File: src/rtl/nrzi_stuff_encode.sv
// Bit-stuffing and NRZI encoder that feeds the DP/DM line encoder with one gap-free burst per packet.
// Optional macro NRZI_STUFF_STATS_EN builds the saturating stuff_count statistic (tied to 0 otherwise).
module nrzi_stuff_encode #(
    parameter int unsigned STUFF_LEN  = 6,
    parameter int unsigned START_ONES = 1,
    parameter logic        INIT_LEVEL = 1'b0
) (
    input  logic        clock,
    input  logic        reset,
    input  logic        in_bit,
    input  logic        in_valid,
    input  logic        in_last,
    output logic        in_ready,
    input  logic        enc_done,
    output logic        nrzi_out_bit,
    output logic        nrzi_sending,
    output logic        pkt_done,
    output logic        underrun,
    output logic [15:0] stuff_count
);

    localparam int unsigned CW_RAW = $clog2(STUFF_LEN + 1);
    localparam int unsigned CW     = (CW_RAW > 3) ? CW_RAW : 3;
    localparam logic [CW-1:0] RUN_LEN = CW'(STUFF_LEN);
    localparam logic [CW-1:0] START_C = CW'(START_ONES);

    typedef enum logic [2:0] {
        IDLE,
        SEND,
        STUFF,
        END,
        WAIT_DONE
    } state_t;

    state_t        state;
    logic [CW-1:0] ones_cnt;
    logic [CW-1:0] ones_inc;
    logic [CW-1:0] bit_ones;
    logic          bit_level;
    logic          run_done;
    logic          last_seen;

    // nrzi_out_bit doubles as the NRZI line-level register
    always_comb begin
        ones_inc  = ones_cnt + 1'b1;
        run_done  = in_bit && (ones_inc == RUN_LEN);
        bit_level = in_bit ? nrzi_out_bit : ~nrzi_out_bit;
        bit_ones  = in_bit ? ones_inc : '0;
    end

    always_ff @(posedge clock) begin
        if (reset) begin
            state        <= IDLE;
            in_ready     <= 1'b1;
            nrzi_out_bit <= INIT_LEVEL;
            nrzi_sending <= 1'b0;
            pkt_done     <= 1'b0;
            underrun     <= 1'b0;
            ones_cnt     <= START_C;
            last_seen    <= 1'b0;
        end else begin
            pkt_done <= 1'b0;
            underrun <= 1'b0;
            case (state)
                IDLE, SEND: begin
                    if (in_valid) begin
                        nrzi_out_bit <= bit_level;
                        ones_cnt     <= bit_ones;
                        nrzi_sending <= 1'b1;
                        last_seen    <= in_last;
                        // a lone last bit passes through END so pkt_done still marks the packet end
                        if (run_done) begin
                            state    <= STUFF;
                            in_ready <= 1'b0;
                        end else if (in_last) begin
                            state    <= END;
                            in_ready <= 1'b0;
                        end else begin
                            state <= SEND;
                        end
                    end else if (state == SEND) begin
                        underrun     <= 1'b1;
                        nrzi_sending <= 1'b0;
                        nrzi_out_bit <= INIT_LEVEL;
                        ones_cnt     <= START_C;
                        state        <= IDLE;
                    end
                end
                STUFF: begin
                    nrzi_out_bit <= ~nrzi_out_bit;
                    ones_cnt     <= '0;
                    if (last_seen) begin
                        state <= END;
                    end else begin
                        state    <= SEND;
                        in_ready <= 1'b1;
                    end
                end
                END: begin
                    nrzi_sending <= 1'b0;
                    pkt_done     <= 1'b1;
                    state        <= WAIT_DONE;
                end
                WAIT_DONE: begin
                    if (enc_done) begin
                        state        <= IDLE;
                        in_ready     <= 1'b1;
                        nrzi_out_bit <= INIT_LEVEL;
                        ones_cnt     <= START_C;
                    end
                end
                default: begin
                    state        <= IDLE;
                    in_ready     <= 1'b1;
                    nrzi_sending <= 1'b0;
                end
            endcase
        end
    end

`ifdef NRZI_STUFF_STATS_EN
    logic [15:0] stuff_cnt_q;

    always_ff @(posedge clock) begin
        if (reset) begin
            stuff_cnt_q <= '0;
        end else if (state == STUFF && stuff_cnt_q != '1) begin
            stuff_cnt_q <= stuff_cnt_q + 16'd1;
        end
    end

    assign stuff_count = stuff_cnt_q;
`else
    assign stuff_count = '0;
`endif

endmodule
File: config.mk
export PLATFORM = sky130hd
export DESIGN_NAME = nrzi_stuff_encode
export DESIGN_NICKNAME = d
export VERILOG_FILES = /design/src/rtl/nrzi_stuff_encode.sv
export SDC_FILE = /design/constraint.sdc
export NUM_CORES = 1
export LEC_CHECK = 0
export CAP_MARGIN = 10
export CORE_AREA = 2 2 51 48
export CTS_CLUSTER_SIZE = 30
export DETAILED_ROUTE_END_ITERATION = 16
export DIE_AREA = 0 0 53 50
export PLACE_DENSITY = 0.72
export SYNTH_ARGS = -nofsm -noshare
export SYNTH_HDL_FRONTEND = slang
export SYNTH_SLANG_ARGS = --single-unit
File: constraint.sdc
create_clock -name clock -period 1.2 [get_ports clock]
set_input_delay 0.12 -clock clock [delete_from_list [all_inputs] [get_ports clock]]
set_output_delay 0.12 -clock clock [all_outputs]
set_load 0.03 [all_outputs]
# After elaboration in Yosys (flattened, before gate mapping)
# Index checks and enable logic that the tools add are counted.
[totals]
ff_bits = 12
output_inout_bits = 21
elab_cells = 63
[op_classes]
add_sub_neg = 1
eq_ne = 11
n_mux = 27
bitwise_logic = 4
n_reduce_logical = 12
[ops]
columns = ["op", "n"]
rows = [
  ["two-way mux 3 bit", 7],
  ["two-way mux 1 bit", 12],
  ["one-hot mux 3 bit (4 select lines)", 1],
  ["!= test 3 bit, second input constant", 3],
  ["one-hot mux 3 bit (3 select lines)", 1],
  ["equality test 3 x 2 -> 1 bit, second input constant", 2],
  ["equality test 3 bit, second input constant", 2],
  ["two-way mux 2 bit", 3],
  ["!= test 2 bit, second input constant", 3],
  ["AND reduction 2 bit", 3],
  ["AND reduction 5 bit", 1],
  ["inverter 1 bit", 4],
  ["one-hot mux 1 bit (4 select lines)", 1],
  ["AND reduction 4 bit", 1],
  ["OR reduction 2 bit", 2],
  ["adder 3 x 1 -> 3 bit, second input constant", 1],
  ["equality test 3 x 1 -> 1 bit, second input constant", 1],
  ["logical NOT 3 bit", 1],
  ["one-hot mux 1 bit (3 select lines)", 1],
  ["AND reduction 3 bit", 1],
  ["nonzero test 3 bit", 1],
  ["OR reduction 3 bit", 1],
  ["one-hot mux 1 bit (2 select lines)", 1],
  ["logical AND 1 bit", 1],
]

# Logic depth before layout (Yosys ltp)
# Gate-level depths: netlist (run 1).
[depth]
word_depth = 6
ltp_mapped = 5
depth_no_buf = 5

# Least setup slack after synthesis (run 1)
# No wires, ideal clock.
[synth_path]
kind = "flip-flop to flip-flop"
from = "register state[1]"
to = "register nrzi_out_bit"
setup_ns = 0.073
arrival_ns = 1.180
path_slack_ns = -0.053
stages_incl_launch_ff = 5
n_path_buf = 1
synth_period_minus_slack_ns = 1.253
path_cell_list = "dfxtp_1 clkbuf_1 nand2b_1 a2111o_1 o211ai_2"
[synth_via]
elab_chain_len = 4
[synth_rtl]
columns = ["item", "line", "rtl"]
rows = [
  ["from (decl)", "35", "state_t state;"],
  ["from (signal assigned)", "53", "state <= IDLE;"],
  ["from (signal assigned)", "73", "state <= STUFF;"],
  ["from (signal assigned)", "76", "state <= END;"],
  ["equality test 3 x 1 -> 1 bit / logical NOT 3 bit (equally long branches)", "64, 81", ""],
  ["OR reduction 2 bit", "64", "case (state)"],
  ["!= test 3 bit (no source line) / nonzero test 3 bit (equally long branches)", "n/a", ""],
  ["AND reduction 4 bit (no source line)", "n/a", ""],
  ["to (signal assigned)", "67", "nrzi_out_bit <= bit_level;"],
  ["to (signal assigned)", "90", "nrzi_out_bit <= ~nrzi_out_bit;"],
  ["to (decl)", "15", "output logic nrzi_out_bit,"],
]
# Parallel ways exist; a longest one is shown, timed or not.
# A chain may end at the register's enable or synchronous reset.

# Final worst setup path (run 1)
# Same ends and word-level chain as after synthesis.

==> results.py, run 1 <==
metrics = {
    "worst_setup_path": {
        "path_max_fanout": 7,
        "cp-end-kind": "register",
        "worstPathRequired_ns": 1.41,
        "crit_type": "reg2reg",
        "r2r_slack_ns": -0.04,
        "cp-start-kind": "register",
        "cp_data_arrival_time_ns": 1.45,
    },
    "timing": {
        "setup_slack_ns": -0.0373,
        "finalCriticalPeriod_ns": 1.24,
        "slew_violations": 0,
        "layout_worst_path_cycle_share": 1.03,
        "hold_viol": 0,
        "setup_violations": 2,
        "max_clock_freq_ghz": 0.808,
        "fin_skew_ns": 0.00802,
        "rsz0062_at_grt": "yes",
        "whs_ns": 0.500,
        "tns_ns": -0.0401,
    },
    "floorplanning": {
        "io_pins": 27,
        "design.die.area_mm2": 0.00265,
        "initial_core_util": 0.386,
        "die_width_um": 53,
        "die_height_um": 50,
        "rows": 16,
        "core_area_mm2": 0.00210,
    },
    "cts": {
        "hold_buffers": 0,
        "cts_buffers": 3,
        "cts_root_buf": "clkbuf_4",
        "cts_sinks": 12,
        "cts_tree": "built",
        "clk_latency_ns": 0.28,
        "postCtsSetupBuffers": 0,
        "clk_pin_slew_worst_paths_ns": 0.08,
        "htree_levels": 1,
        "cts_buffer_depth": 2,
    },
    "global_routing": {
        "grt_max_degree": 9,
        "top_usage_layer": "met2",
        "grt_pass1_wl_um": 2940,
        "track_usage": 0.155,
        "gr-usage-met1": 0.168,
        "grtUsageMet2": 0.267,
        "grtUsageMet3": 0.0636,
        "antenna_found_initial": 0,
        "grt_overflow": 0,
        "grt_pass1_vias": 695,
    },
    "route": {
        "wirelength_um": 1820,
        "wl_per_cell_um": 12.5,
        "vias": 725,
        "drt-pass1-iter-count": 4,
        "drt_iter0_markers": 9,
        "avgViaCountPerCell": 5.00,
        "drc": 0,
        "ant_nets": 0,
    },
    "cells_and_area": {
        "nNetsFinal": 128,
        "n_fill_cell": 204,
        "fin_area_mm2": 0.00109,
        "diodes": 0,
        "syn2layout_area_growth_pct": 34.1,
        "drive_gt1_frac": 0.297,
    },
    "place": {
        "gp_congestion": 0.896,
        "place_ws_ns": -0.334,
        "dp_hpwl_um": 1380,
        "placement.cell_area_mm2": 0.00100,
        "io_buffers": 10,
    },
    "synthesis": {
        "ys_types": 39,
        "synth_warnings": 0,
        "syn_area_per_cell_um2": 8.81,
        "synth_area_um2": 811,
        "synthCells": 92,
        "ys_ff_latch": 12,
        "yosysSeqAreaShare": 0.296,
    },
    "power_and_ir_drop": {
        "swShare": 0.341,
        "power.share.combinational": 0.311,
        "peakVddDrop_mv": 0.469,
        "report.power.total_mw": 1.01,
        "intPower_mw": 0.669,
        "static-leakage-power_nw": 0.503,
        "clkPwrFrac": 0.249,
        "p_seq_frac": 0.440,
        "power.density_mw_per_mm2": 933,
        "power.switching_mw": 0.345,
    },
    "job": {
        "drv_cap": 0,
    },
    "status": {
        "outcome": "finished, violations left",
        "violations": "setup timing",
    },
    "min_path": {
        "hold_path.class": "reg2reg",
    },
}
-- through the flow --
step / cells / utilization
after floorplan: 107 / -
after global placement: 142 / 0.476
after detailed placement: 142 / 0.476
after CTS: 145 / 0.505
after global routing: 145 / 0.517
final: 145 / 0.517
-- synth_stat cells --
cell type,instances,share of area
a31oi_1,1,0.0077
a31o_1,1,0.011
o31ai_1,1,0.0093
or3b_1,1,0.011
o211ai_2,1,0.015
a2111o_1,1,0.014
inv_1,4,0.019
nor2_1,6,0.028
and4bb_1,1,0.015
a2111oi_2,1,0.019
nand3b_1,2,0.019
nor4b_1,1,0.011
nor4bb_1,1,0.012
nand2b_1,3,0.023
o21ai_0,2,0.012
nand4b_1,1,0.011
nor3b_2,1,0.015
a22oi_1,1,0.0093
mux2i_1,1,0.012
clkbuf_1,4,0.019
o211ai_1,2,0.019
a2111oi_0,1,0.011
nor3b_1,1,0.0093
nor2b_1,4,0.031
or2b_1,1,0.0093
o2bb2ai_1,1,0.011
o2111a_1,1,0.014
a21o_1,4,0.037
o21a_1,1,0.0093
nand3_1,1,0.0062
dfxtp_1,12,0.30
ha_1,2,0.031
a32oi_1,1,0.011
xor2_1,1,0.011
a211o_1,1,0.011
a21oi_1,4,0.025
conb_1,1,0.0046
or2_1,2,0.015
buf_4,16,0.15
-- worst paths after layout --
| kind | start | endpoint | depth (start not counted) |
|---|---|---|---|
| max | state[1] | nrzi_out_bit | 3 |
| min | ones_cnt[1] | ones_cnt[1] | 1 |
| max reg2reg | state[1] | nrzi_out_bit | 3 |
| min reg2reg | ones_cnt[1] | ones_cnt[1] | 1 |
-- area by class of cell --
cell class | instances | area [um2] | area share
Sequential cell | 12 | 249 | 0.229
Tap cell | 27 | 33.8 | 0.0311
Timing Repair Buffer | 28 | 231 | 0.213
Clock buffer | 3 | 22.5 | 0.0207
Inverter | 4 | 15.0 | 0.0138
Multi-Input combinational cell | 71 | 536 | 0.493
-- placed cells by master (no fill, tap or decap), types with 2 or more instances in the layout --
cell	netlist	final
a21o_1	4	4
buf_4	16	17
nor2_1	6	6
dlygate4sd2_1	0	6
dfxtp_2	0	4
conb_1	1	16
o211ai_1	2	2
o21ai_0	2	2
clkdlybuf4s50_1	0	4
nor3b_4	0	2
dfxtp_1	12	7
nand3b_1	2	2
clkbuf_4	0	3
nor2b_1	4	4
nand2b_1	3	3
inv_1	4	4
a21oi_1	4	4
-- cells by family (layout without fill, tap and decap cells) --
group,after synthesis,after routing,synth area share
AND/OR/NAND/NOR,26,26,0.216
multiplexers,1,1,0.0123
AO/OA/AOI/OAI,25,25,0.244
other,1,16,0.00463
flip-flops,12,12,0.296
XOR/XNOR,1,1,0.0108
buffers and inverters,24,35,0.185
adder cells (fa/ha/maj),2,2,0.0309
-- power groups by stage --
| stage | clock (mW) | sequential, mW | combinational (mW) |
|---|---|---|---|
| 2_1_floorplan | 0 | 0.467 | 0.218 |
| 5_1_grt | 0.288 | 0.451 | 0.342 |
| 6_report | 0.253 | 0.446 | 0.316 |
| 3_3_place_gp | 0 | 0.450 | 0.295 |
| 3_5_place_dp | 0 | 0.451 | 0.299 |
| 4_1_cts | 0.263 | 0.442 | 0.308 |
-- critical path, cell delays in order, from the launching register on --
cell and delay, ns:
dfxtp_4 0.37, or3b_1 0.37, a2111o_1 0.37, o211ai_2 0.06
-- flip-flops by register name (all words and copies together) (netlist names) --
name and cells:
ones_cnt 3, underrun 1, nrzi_out_bit 1, last_seen 1, pkt_done 1, state 3
nrzi_sending 1, in_ready 1
-- metal layers --
| layer | share of wire | wire length [um] |
|---|---|---|
| met1 | 0.42 | 759 |
| met2 | 0.53 | 957 |
| met3 | 0.051 | 92 |
| met4 | 0.0044 | 8 |
| met5 | 0 | 0 |
-- timing repair --
action / 4_1_cts / 5_1_grt
gates resized for setup: 19 / 5
pin swaps: 1 / 1
endpoints found under the setup margin: 11 / 7
(Power assumes the default switching activity.)
==> run 2: changes to the inputs <==
--- a/config.mk
+++ b/config.mk
@@ -5,8 +5,10 @@
 export SDC_FILE = /design/constraint.sdc
 export NUM_CORES = 1
 export LEC_CHECK = 0
+export ABC_AREA = 0
 export CAP_MARGIN = 10
 export CORE_AREA = 2 2 51 48
+export CTS_CLUSTER_DIAMETER = 150
 export CTS_CLUSTER_SIZE = 30
 export DETAILED_ROUTE_END_ITERATION = 16
 export DIE_AREA = 0 0 53 50
==> results of run 2 <==
Same layout as run 1: the final DEF is identical, and so are final timing and power.
